<file path="config.mk">
export PLATFORM = sky130hd
export DESIGN_NAME = imem_loader
export DESIGN_NICKNAME = d
export VERILOG_FILES = /design/src/rtl/imem_loader.sv
export SDC_FILE = /design/constraint.sdc
export NUM_CORES = 1
export LEC_CHECK = 0
export ABC_AREA = 1
export BUFFER_PORTS_ARGS = -buffer_cell sky130_fd_sc_hd__buf_2
export CAP_MARGIN = 10
export CORE_MARGIN = 3
export CORE_UTILIZATION = 58
export DETAILED_ROUTE_END_ITERATION = 8
export PLACE_DENSITY = 0.87
export SLEW_MARGIN = 30
export SYNTH_ARGS = -nofsm -noshare
export SYNTH_HDL_FRONTEND = slang
export SYNTH_SLANG_ARGS = --single-unit
</file>
<file path="constraint.sdc">
create_clock -name clock -period 2.05 [get_ports clock]
set_clock_uncertainty 0.2 [all_clocks]
set_input_delay 0.41 -clock clock [delete_from_list [all_inputs] [get_ports clock]]
set_output_delay 0.41 -clock clock [all_outputs]
set_load 0.01 [all_outputs]
</file>
<file path="src/rtl/imem_loader.sv">
// Boot-time imem writer: length-prefixed byte stream -> 32-bit little-endian words at consecutive addresses.
// Optional trailing XOR checksum byte enabled by defining IMEM_LOADER_CHECKSUM_EN.
module imem_loader #(
  parameter int ADDR_W = 12
) (
  input  logic              clock,
  input  logic              reset,
  input  logic              start,
  input  logic              in_valid,
  input  logic [7:0]        in_data,
  output logic              in_ready,
  output logic [ADDR_W-1:0] address_imem,
  output logic [31:0]       data,
  output logic              wren,
  output logic              proc_hold,
  output logic              done,
  output logic              err
);

`ifdef IMEM_LOADER_CHECKSUM_EN
  typedef enum logic [2:0] {IDLE, LEN_LO, LEN_HI, DATA, WRITE, CSUM, DONE} state_t;
  localparam state_t END_STATE = CSUM;
`else
  typedef enum logic [2:0] {IDLE, LEN_LO, LEN_HI, DATA, WRITE, DONE} state_t;
  localparam state_t END_STATE = DONE;
`endif

  state_t state;
  state_t next_state;

  logic [7:0]      len_lo;
  logic [15:0]     words_left;
  logic [ADDR_W:0] widx;
  logic [23:0]     shift_word;
  logic [1:0]      byte_cnt;
`ifdef IMEM_LOADER_CHECKSUM_EN
  logic [7:0]      csum;
`endif

  logic        accept;
  logic [15:0] len_full;
  logic        overflow;

  assign accept   = in_valid && in_ready;
  assign len_full = {in_data, len_lo};
  // widx saturates at 2**ADDR_W, so its top bit marks every word past capacity.
  assign overflow = widx[ADDR_W];

  always_ff @(posedge clock or negedge reset) begin
    if (!reset) begin
      state <= IDLE;
    end else begin
      state <= next_state;
    end
  end

  always_comb begin
    next_state = state;
    in_ready   = 1'b0;
    wren       = 1'b0;
    proc_hold  = 1'b1;
    done       = 1'b0;
    case (state)
      IDLE: begin
        proc_hold = 1'b0;
        if (start) next_state = LEN_LO;
      end
      LEN_LO: begin
        in_ready = 1'b1;
        if (accept) next_state = LEN_HI;
      end
      LEN_HI: begin
        in_ready = 1'b1;
        if (accept) next_state = (len_full == 16'd0) ? END_STATE : DATA;
      end
      DATA: begin
        in_ready = 1'b1;
        if (accept && byte_cnt == 2'd3) next_state = WRITE;
      end
      WRITE: begin
        wren       = !overflow;
        next_state = (words_left == 16'd1) ? END_STATE : DATA;
      end
`ifdef IMEM_LOADER_CHECKSUM_EN
      CSUM: begin
        in_ready = 1'b1;
        if (accept) next_state = DONE;
      end
`endif
      DONE: begin
        proc_hold = 1'b0;
        done      = 1'b1;
        if (start) next_state = LEN_LO;
      end
      default: begin
        proc_hold  = 1'b0;
        next_state = IDLE;
      end
    endcase
  end

  always_ff @(posedge clock or negedge reset) begin
    if (!reset) begin
      len_lo       <= 8'd0;
      words_left   <= 16'd0;
      widx         <= '0;
      shift_word   <= 24'd0;
      byte_cnt     <= 2'd0;
      address_imem <= '0;
      data         <= 32'd0;
      err          <= 1'b0;
`ifdef IMEM_LOADER_CHECKSUM_EN
      csum         <= 8'd0;
`endif
    end else begin
      case (state)
        IDLE, DONE: begin
          if (start) begin
            err      <= 1'b0;
            widx     <= '0;
            byte_cnt <= 2'd0;
`ifdef IMEM_LOADER_CHECKSUM_EN
            csum     <= 8'd0;
`endif
          end
        end
        LEN_LO: begin
          if (accept) len_lo <= in_data;
        end
        LEN_HI: begin
          if (accept) words_left <= len_full;
        end
        DATA: begin
          if (accept) begin
            byte_cnt   <= byte_cnt + 2'd1;
            shift_word <= {in_data, shift_word[23:8]};
`ifdef IMEM_LOADER_CHECKSUM_EN
            csum       <= csum ^ in_data;
`endif
            // Output registers load only for in-range words so they hold the last real write.
            if (byte_cnt == 2'd3) begin
              if (overflow) begin
                err <= 1'b1;
              end else begin
                data         <= {in_data, shift_word};
                address_imem <= widx[ADDR_W-1:0];
              end
            end
          end
        end
        WRITE: begin
          words_left <= words_left - 16'd1;
          if (!overflow) widx <= widx + {{ADDR_W{1'b0}}, 1'b1};
        end
`ifdef IMEM_LOADER_CHECKSUM_EN
        CSUM: begin
          if (accept && in_data != csum) err <= 1'b1;
        end
`endif
        default: ;
      endcase
    end
  end

endmodule

</file>
==> results.py, run 1 <==
metrics = {
    "setup_path": {
        "crit_type": "reg -> out",
        "required_ns": 1.44,
        "crit_cells": 5,
        "crit_chain": "nor2_2, buf_4, nor2_4, or2_4, buf_6",
        "path_max_fanout": 3,
        "path_buf_inv": 2,
        "worstSetupStartpointType": "flip-flop",
        "reg2reg_to": "data[23]",
        "worstPathArrival_ns": 1.45,
        "worstSetupEndpointType": "output pin",
        "reg2reg_from": "state[0]",
        "crit_family": "simple AND/OR/NAND/NOR gates",
        "r2r_cells": 10,
        "cp_slowest_cell": "dfrtp_1",
        "r2r_slack_ns": 0.13,
        "max_stage_delay_ns": 0.40,
    },
    "synth": {
        "synth_area_um2": 5200,
        "synth_cell_types": 29,
        "synth-edff-count": 0,
        "synth_flop_cell": "dfrtp_1",
        "yosysSeqAreaShare_pct": 53.4,
        "avgSynthCellArea_um2": 7.94,
        "yosys-top-cells-count": "nand2_1 (209), dfrtp_1 (111), inv_1 (78), o21ai_0 (70), nor2_1 (47)",
        "synthArstFlopShare_pct": 100,
        "synth_top_area_share_pct": 53.4,
        "yosysTopAreaCell": "dfrtp_1",
        "synthTopCellsByArea": "dfrtp_1 (53%), nand2_1 (15%), o21ai_0 (6.7%)",
        "synth_nets": 671,
        "ys_warn_count": 0,
        "ys_seq_elements": 111,
        "syn_inst": 655,
        "synth.most_common_cell": "nand2_1",
    },
    "timing": {
        "rsz0062_at_grt": "yes",
        "drv_slew": 0,
        "period_minus_slack_ns": 2.06,
        "slew_headroom_pct": 68.3,
        "finalHoldViolCount": 0,
        "worst_slew_pin_slew_ns": 0.476,
        "finalSetupViolations": 1,
        "fmax_mhz": 486,
        "holdWs_ns": 0.0675,
        "final.setup.worst_slack_ns": -0.00859,
        "finalCritPeriodShare_pct": 100,
    },
    "placed_design": {
        "io_buffers": 60,
        "dp_cells": 811,
        "gp_congestion": 0.945,
        "dp_hpwl_mm": 8.28,
    },
    "grt": {
        "grt_use_met3_pct": 5.74,
        "top_usage_layer": "met2",
        "grt_pass1_vias": 4248,
        "grt_pass1_wl_mm": 19.7,
        "use_met2_pct": 38.6,
        "antenna_found_initial": 0,
        "met1_usage_pct": 32.9,
        "track_usage_pct": 24.4,
        "grt_max_degree": 51,
        "overflow": 0,
    },
    "routing": {
        "first_pass_iters": 5,
        "ant_nets": 0,
        "first_iter_violations": 291,
        "drt-total-wl_mm": 11.7,
        "wl_per_cell_um": 14.0,
        "drc": 0,
        "via_per_inst": 5.51,
        "vias": 4603,
    },
    "hold_path": {
        "holdPathEnd": "shift_word[23]",
        "min_from": "in_data[7]",
        "holdPathStages": 3,
        "hp-class": "in -> reg",
    },
    "clock_network": {
        "numCtsBuffers": 9,
        "clk_pin_slew_worst_paths_ns": 0.10,
        "root_buffer": "clkbuf_8",
        "h-tree-depth": 3,
        "clock_latency_ns": 0.38,
        "cts_tree": "yes",
        "cts.sinks": 111,
        "clockBufferDepth": 2,
    },
    "power_and_ir_drop": {
        "ir_drop_mv": 0.996,
        "power_mw": 6.64,
        "p_per_area_nw_per_um2": 1110,
        "p_leak_nw": 3.07,
    },
    "floorplanning": {
        "die_w_um": 101,
        "ios": 61,
        "die-area_um2": 10100,
        "rows": 33,
        "start_util_pct": 61.4,
        "die_h_um": 101,
        "core_um2": 8460,
    },
    "job": {
        "drv_cap": 0,
    },
    "run_status": {
        "failed_checks": "setup timing",
        "status": "complete, but fails checks",
    },
    "layout": {
        "instances_no_fill": 835,
        "antennaDiodeCount": 0,
        "area_delta_synth_final_pct": 15.4,
        "final_util_pct": 70.9,
        "drive_above_1_share_pct": 15.8,
        "layout.nets": 741,
    },
}
worst max-delay path by stage:
| stage | startpoint | to | slack (ns) |
|---|---|---|---|
| floorplan | state[0] | proc_hold | 0.24 |
| global placement | state[2] | data[31] | 0.27 |
| detailed placement | state[2] | data[16] | 0.14 |
| CTS | state[1] | wren | -0.003 |
| global route | state[0] | proc_hold | -0.08 |
| finish | state[0] | proc_hold | -0.009 |
cell type report:
cell class	count	area, um^2
sequential	111	2780
fill	629	2460
multi-input combinational	441	2000
timing repair buffer	83	577
inverter	79	297
clock buffer	11	151
tap	105	131
clock inverter	5	63.8
routing by layer:
layer | vias to the layer above | share of wire [%]
li1 | 2233 | -
met1 | 2194 | 43
met2 | 156 | 49
met3 | 20 | 6.2
met4 | 0 | 1.9
met5 | - | 0
power breakdown:
group	internal, mW	total [mW]	switching (mW)
registers	2.71	3.10	0.388
clock network	0.646	1.40	0.759
logic	0.800	2.14	1.34
logic make-up (layout without fill, tap and decap cells):
| logic type | after synthesis | in the layout | synth area share [%] |
|---|---|---|---|
| AO/OA/AOI/OAI | 123 | 123 | 12.4 |
| XOR/XNOR | 1 | 1 | 0.168 |
| adder cells (fa/ha/maj) | 4 | 4 | 0.963 |
| buffers and inverters | 103 | 178 | 8.35 |
| flip-flops | 111 | 111 | 53.4 |
| AND/OR/NAND/NOR | 313 | 313 | 24.7 |
flip-flops by register name (all words and copies together), names as in the netlist:
register      flops
address_imem     12
shift_word       24
words_left       16
byte_cnt          2
state             3
widx             13
len_lo            8
data             32
err               1
tightest hold or removal path: cells and delay by family:
family                 cells  cell delay [ns]
AOI/OAI and AO/OA          1             0.06
buffers and inverters      1             0.10
and+or+nand+nor            1             0.05
metrics by stage:
step | setup TNS, ns | instance area [um^2] | setup WS [ns]
after floorplan | 0 | 5200 | 0.238
after global placement | 0 | 5670 | 0.269
after detailed placement | 0 | 5670 | 0.143
after CTS | -0.00310 | 5930 | -0.00310
after global routing | -0.151 | 6000 | -0.0825
final | -0.00859 | 6000 | -0.00859
cell usage in the layout (no fill, tap or decap), drive strengths merged:
cell type,synthesis,final
inv,78,80
xor2,1,1
dlygate4sd3,0,1
ha,4,4
nand2,210,210
o22ai,2,2
clkbuf,9,12
a21oi,6,6
dfrtp,111,111
nand3,40,40
nor3,5,5
or2,2,2
bufinv,0,1
nor2,50,50
nand3b,2,2
a21boi,1,1
nand4,4,4
o211ai,2,2
clkinv,1,3
o21ai,111,111
buf,15,81
o41ai,1,1
timing repair:
action / in CTS / in global routing
resized for setup: 5 / 5
cloned: 0 / 1
pin swaps: 1 / 2
hold buffers: 1 / 0
hold endpoints to repair: 30 / 0
buffers inserted: 2 / 4
endpoints found under the setup margin: 2 / 3
Note: power is estimated with default switching activity, not from simulation.
==> inputs of run 2 (changes only) <==
- SETUP_SLACK_MARGIN: unset -> 0.2
==> results.py, run 2 (synthesized netlist as in run 1, its figures left out) <==
metrics = {
    "run_status": {
        "status": "complete, but fails checks",
        "failed_checks": "setup timing",
    },
    "routing": {
        "via_per_inst": 5.81,
        "first_pass_iters": 5,
        "vias": 4930,
        "drt-total-wl_mm": 13.9,
        "wl_per_cell_um": 16.4,
        "ant_nets": 0,
        "drc": 0,
        "first_iter_violations": 398,
    },
    "setup_path": {
        "path_buf_inv": 2,
        "worstPathArrival_ns": 1.45,
        "worstSetupStartpointType": "flip-flop",
        "crit_chain": "nor2_2, buf_4, nor2_4, or2_4, buf_6",
        "required_ns": 1.44,
        "cp_slowest_cell": "dfrtp_1",
        "crit_type": "reg -> out",
        "max_stage_delay_ns": 0.41,
        "worstSetupEndpointType": "output pin",
        "crit_family": "flip-flops",
        "path_max_fanout": 2,
    },
    "clock_network": {
        "root_buffer": "clkbuf_8",
        "cts_tree": "yes",
        "clk_pin_slew_worst_paths_ns": 0.10,
        "numCtsBuffers": 9,
        "cts.sinks": 111,
        "clockBufferDepth": 2,
        "clock_latency_ns": 0.38,
        "h-tree-depth": 3,
    },
    "timing": {
        "slew_headroom_pct": 68.0,
        "final.setup.worst_slack_ns": -0.00576,
        "finalCritPeriodShare_pct": 100,
        "rsz0062_at_grt": "yes",
        "worst_slew_pin_slew_ns": 0.479,
        "period_minus_slack_ns": 2.06,
        "holdWs_ns": 0.0614,
        "fmax_mhz": 486,
        "finalSetupViolations": 1,
        "finalHoldViolCount": 0,
        "drv_slew": 0,
    },
    "grt": {
        "grt_use_met3_pct": 5.19,
        "grt_pass1_vias": 4326,
        "met1_usage_pct": 33.3,
        "antenna_found_initial": 0,
        "track_usage_pct": 24.8,
        "grt_pass1_wl_mm": 20.1,
        "overflow": 0,
        "top_usage_layer": "met2",
        "use_met2_pct": 39.5,
        "grt_max_degree": 51,
    },
    "layout": {
        "layout.nets": 754,
        "area_delta_synth_final_pct": 21.5,
        "regArea_um2": 2780,
        "largest_register": "data",
        "final_common_cell": "nand2_1",
        "multi_input_area_um2": 2080,
        "reg.largest.list": "data (32), shift_word (24), words_left (16)",
        "fillers": 566,
        "antennaDiodeCount": 0,
        "mostFrequentLayoutCells": "nand2_1 (206), dfrtp_1 (110), inv_1 (74), o21ai_0 (65), buf_2 (56)",
        "largest_register_ffs": 32,
        "drive_above_1_share_pct": 19.0,
        "instances_no_fill": 848,
    },
    "placed_design": {
        "io_buffers": 60,
        "dp_cells": 811,
        "gp_congestion": 0.945,
        "dp_hpwl_mm": 8.28,
    },
    "floorplanning": {
        "start_util_pct": 61.4,
        "ios": 61,
        "die_w_um": 101,
        "core_um2": 8460,
        "rows": 33,
        "die_h_um": 101,
        "die-area_um2": 10100,
    },
    "power_and_ir_drop": {
        "power_mw": 6.88,
        "ir_drop_mv": 0.940,
        "p_leak_nw": 3.19,
        "p_per_area_nw_per_um2": 1090,
    },
    "hold_path": {
        "hp-class": "in -> reg",
    },
    "job": {
        "drv_cap": 0,
    },
}
==> run 2: changes by cell type in the layout (fill, tap and decap cells not counted), sizes merged <==
cell / previous run / this run
clkinvlp: 0 / 2
nand3: 40 / 41
bufbuf: 0 / 1
clkbuf: 12 / 16
buf: 81 / 87
inv: 80 / 79
==> run 2: worst paths after layout <==
check | from | endpoint | slack, ns | cells after the start
max in group asynchronous | reset | len_lo[7] | 0.78 | 3
min in group asynchronous | reset | data[4] | 0.32 | 2
worst min-delay path | in_data[7] | shift_word[23] | 0.06 | 3
worst max-delay path | state[0] | proc_hold | -0.006 | 5
worst max register to register | state[2] | address_imem[8] | 0.04 | 9
worst min register to register | shift_word[8] | shift_word[0] | 0.29 | 2
==> run 2: power by group <==
part           switching [mW]  leakage, nW  total (mW)  internal [mW]
Combinational            1.51         1.62        2.36          0.858
Sequential              0.401         1.47        3.11           2.71
Clock                   0.759        0.112        1.40          0.645
==> run 2: repair_timing <==
action | in CTS | in global routing
resized for setup | 11 | 30
hold endpoints to repair | 30 | 0
pin swaps | 2 | 3
gates cloned | 1 | 11
hold buffers | 1 | 0
setup endpoints to repair | 23 | 61
buffers inserted | 5 | 3
==> run 2: per-stage QoR <==
step                      utilization (%)  cell area (um^2)  worst slack [ns]  setup TNS [ns]
after global routing                 74.7              6320           -0.0631         -0.0652
after floorplan                         -              5200             0.238               0
after global placement               67.0              5670             0.269               0
after CTS                            70.9              6000            0.0112               0
after detailed placement             67.0              5670             0.143               0
final                                74.7              6320          -0.00576        -0.00576
==> run 2: worst reg2reg max path, cell delays in order, from the launching register on <==
cell       delay [ns]
dfrtp_2          0.44
buf_4            0.16
nor2_4           0.12
buf_4            0.13
nand2_1          0.08
nor2_4           0.16
nand3_4          0.21
clkbuf_16        0.24
nand2_1          0.06
o21ai_0          0.10
==> run 2: layout make-up <==
cell class,instances,area share [%]
clock buffers,11,2.40
clock inverters,5,1.01
inverters,79,4.79
multi-input cells,442,32.9
flip-flops and latches,111,44.0
well taps,105,2.08
repair buffers,94,12.7
repair inverters,1,0.119
==> run 2: per-layer routing <==
| layer | vias up | part of all wire (%) | routed length (um) |
|---|---|---|---|
| met5 | - | 0 | 0 |
| met4 | 0 | 3.7 | 518 |
| met3 | 60 | 7.1 | 988 |
| met2 | 238 | 50 | 6890 |
| met1 | 2374 | 40 | 5520 |
| li1 | 2258 | - | - |
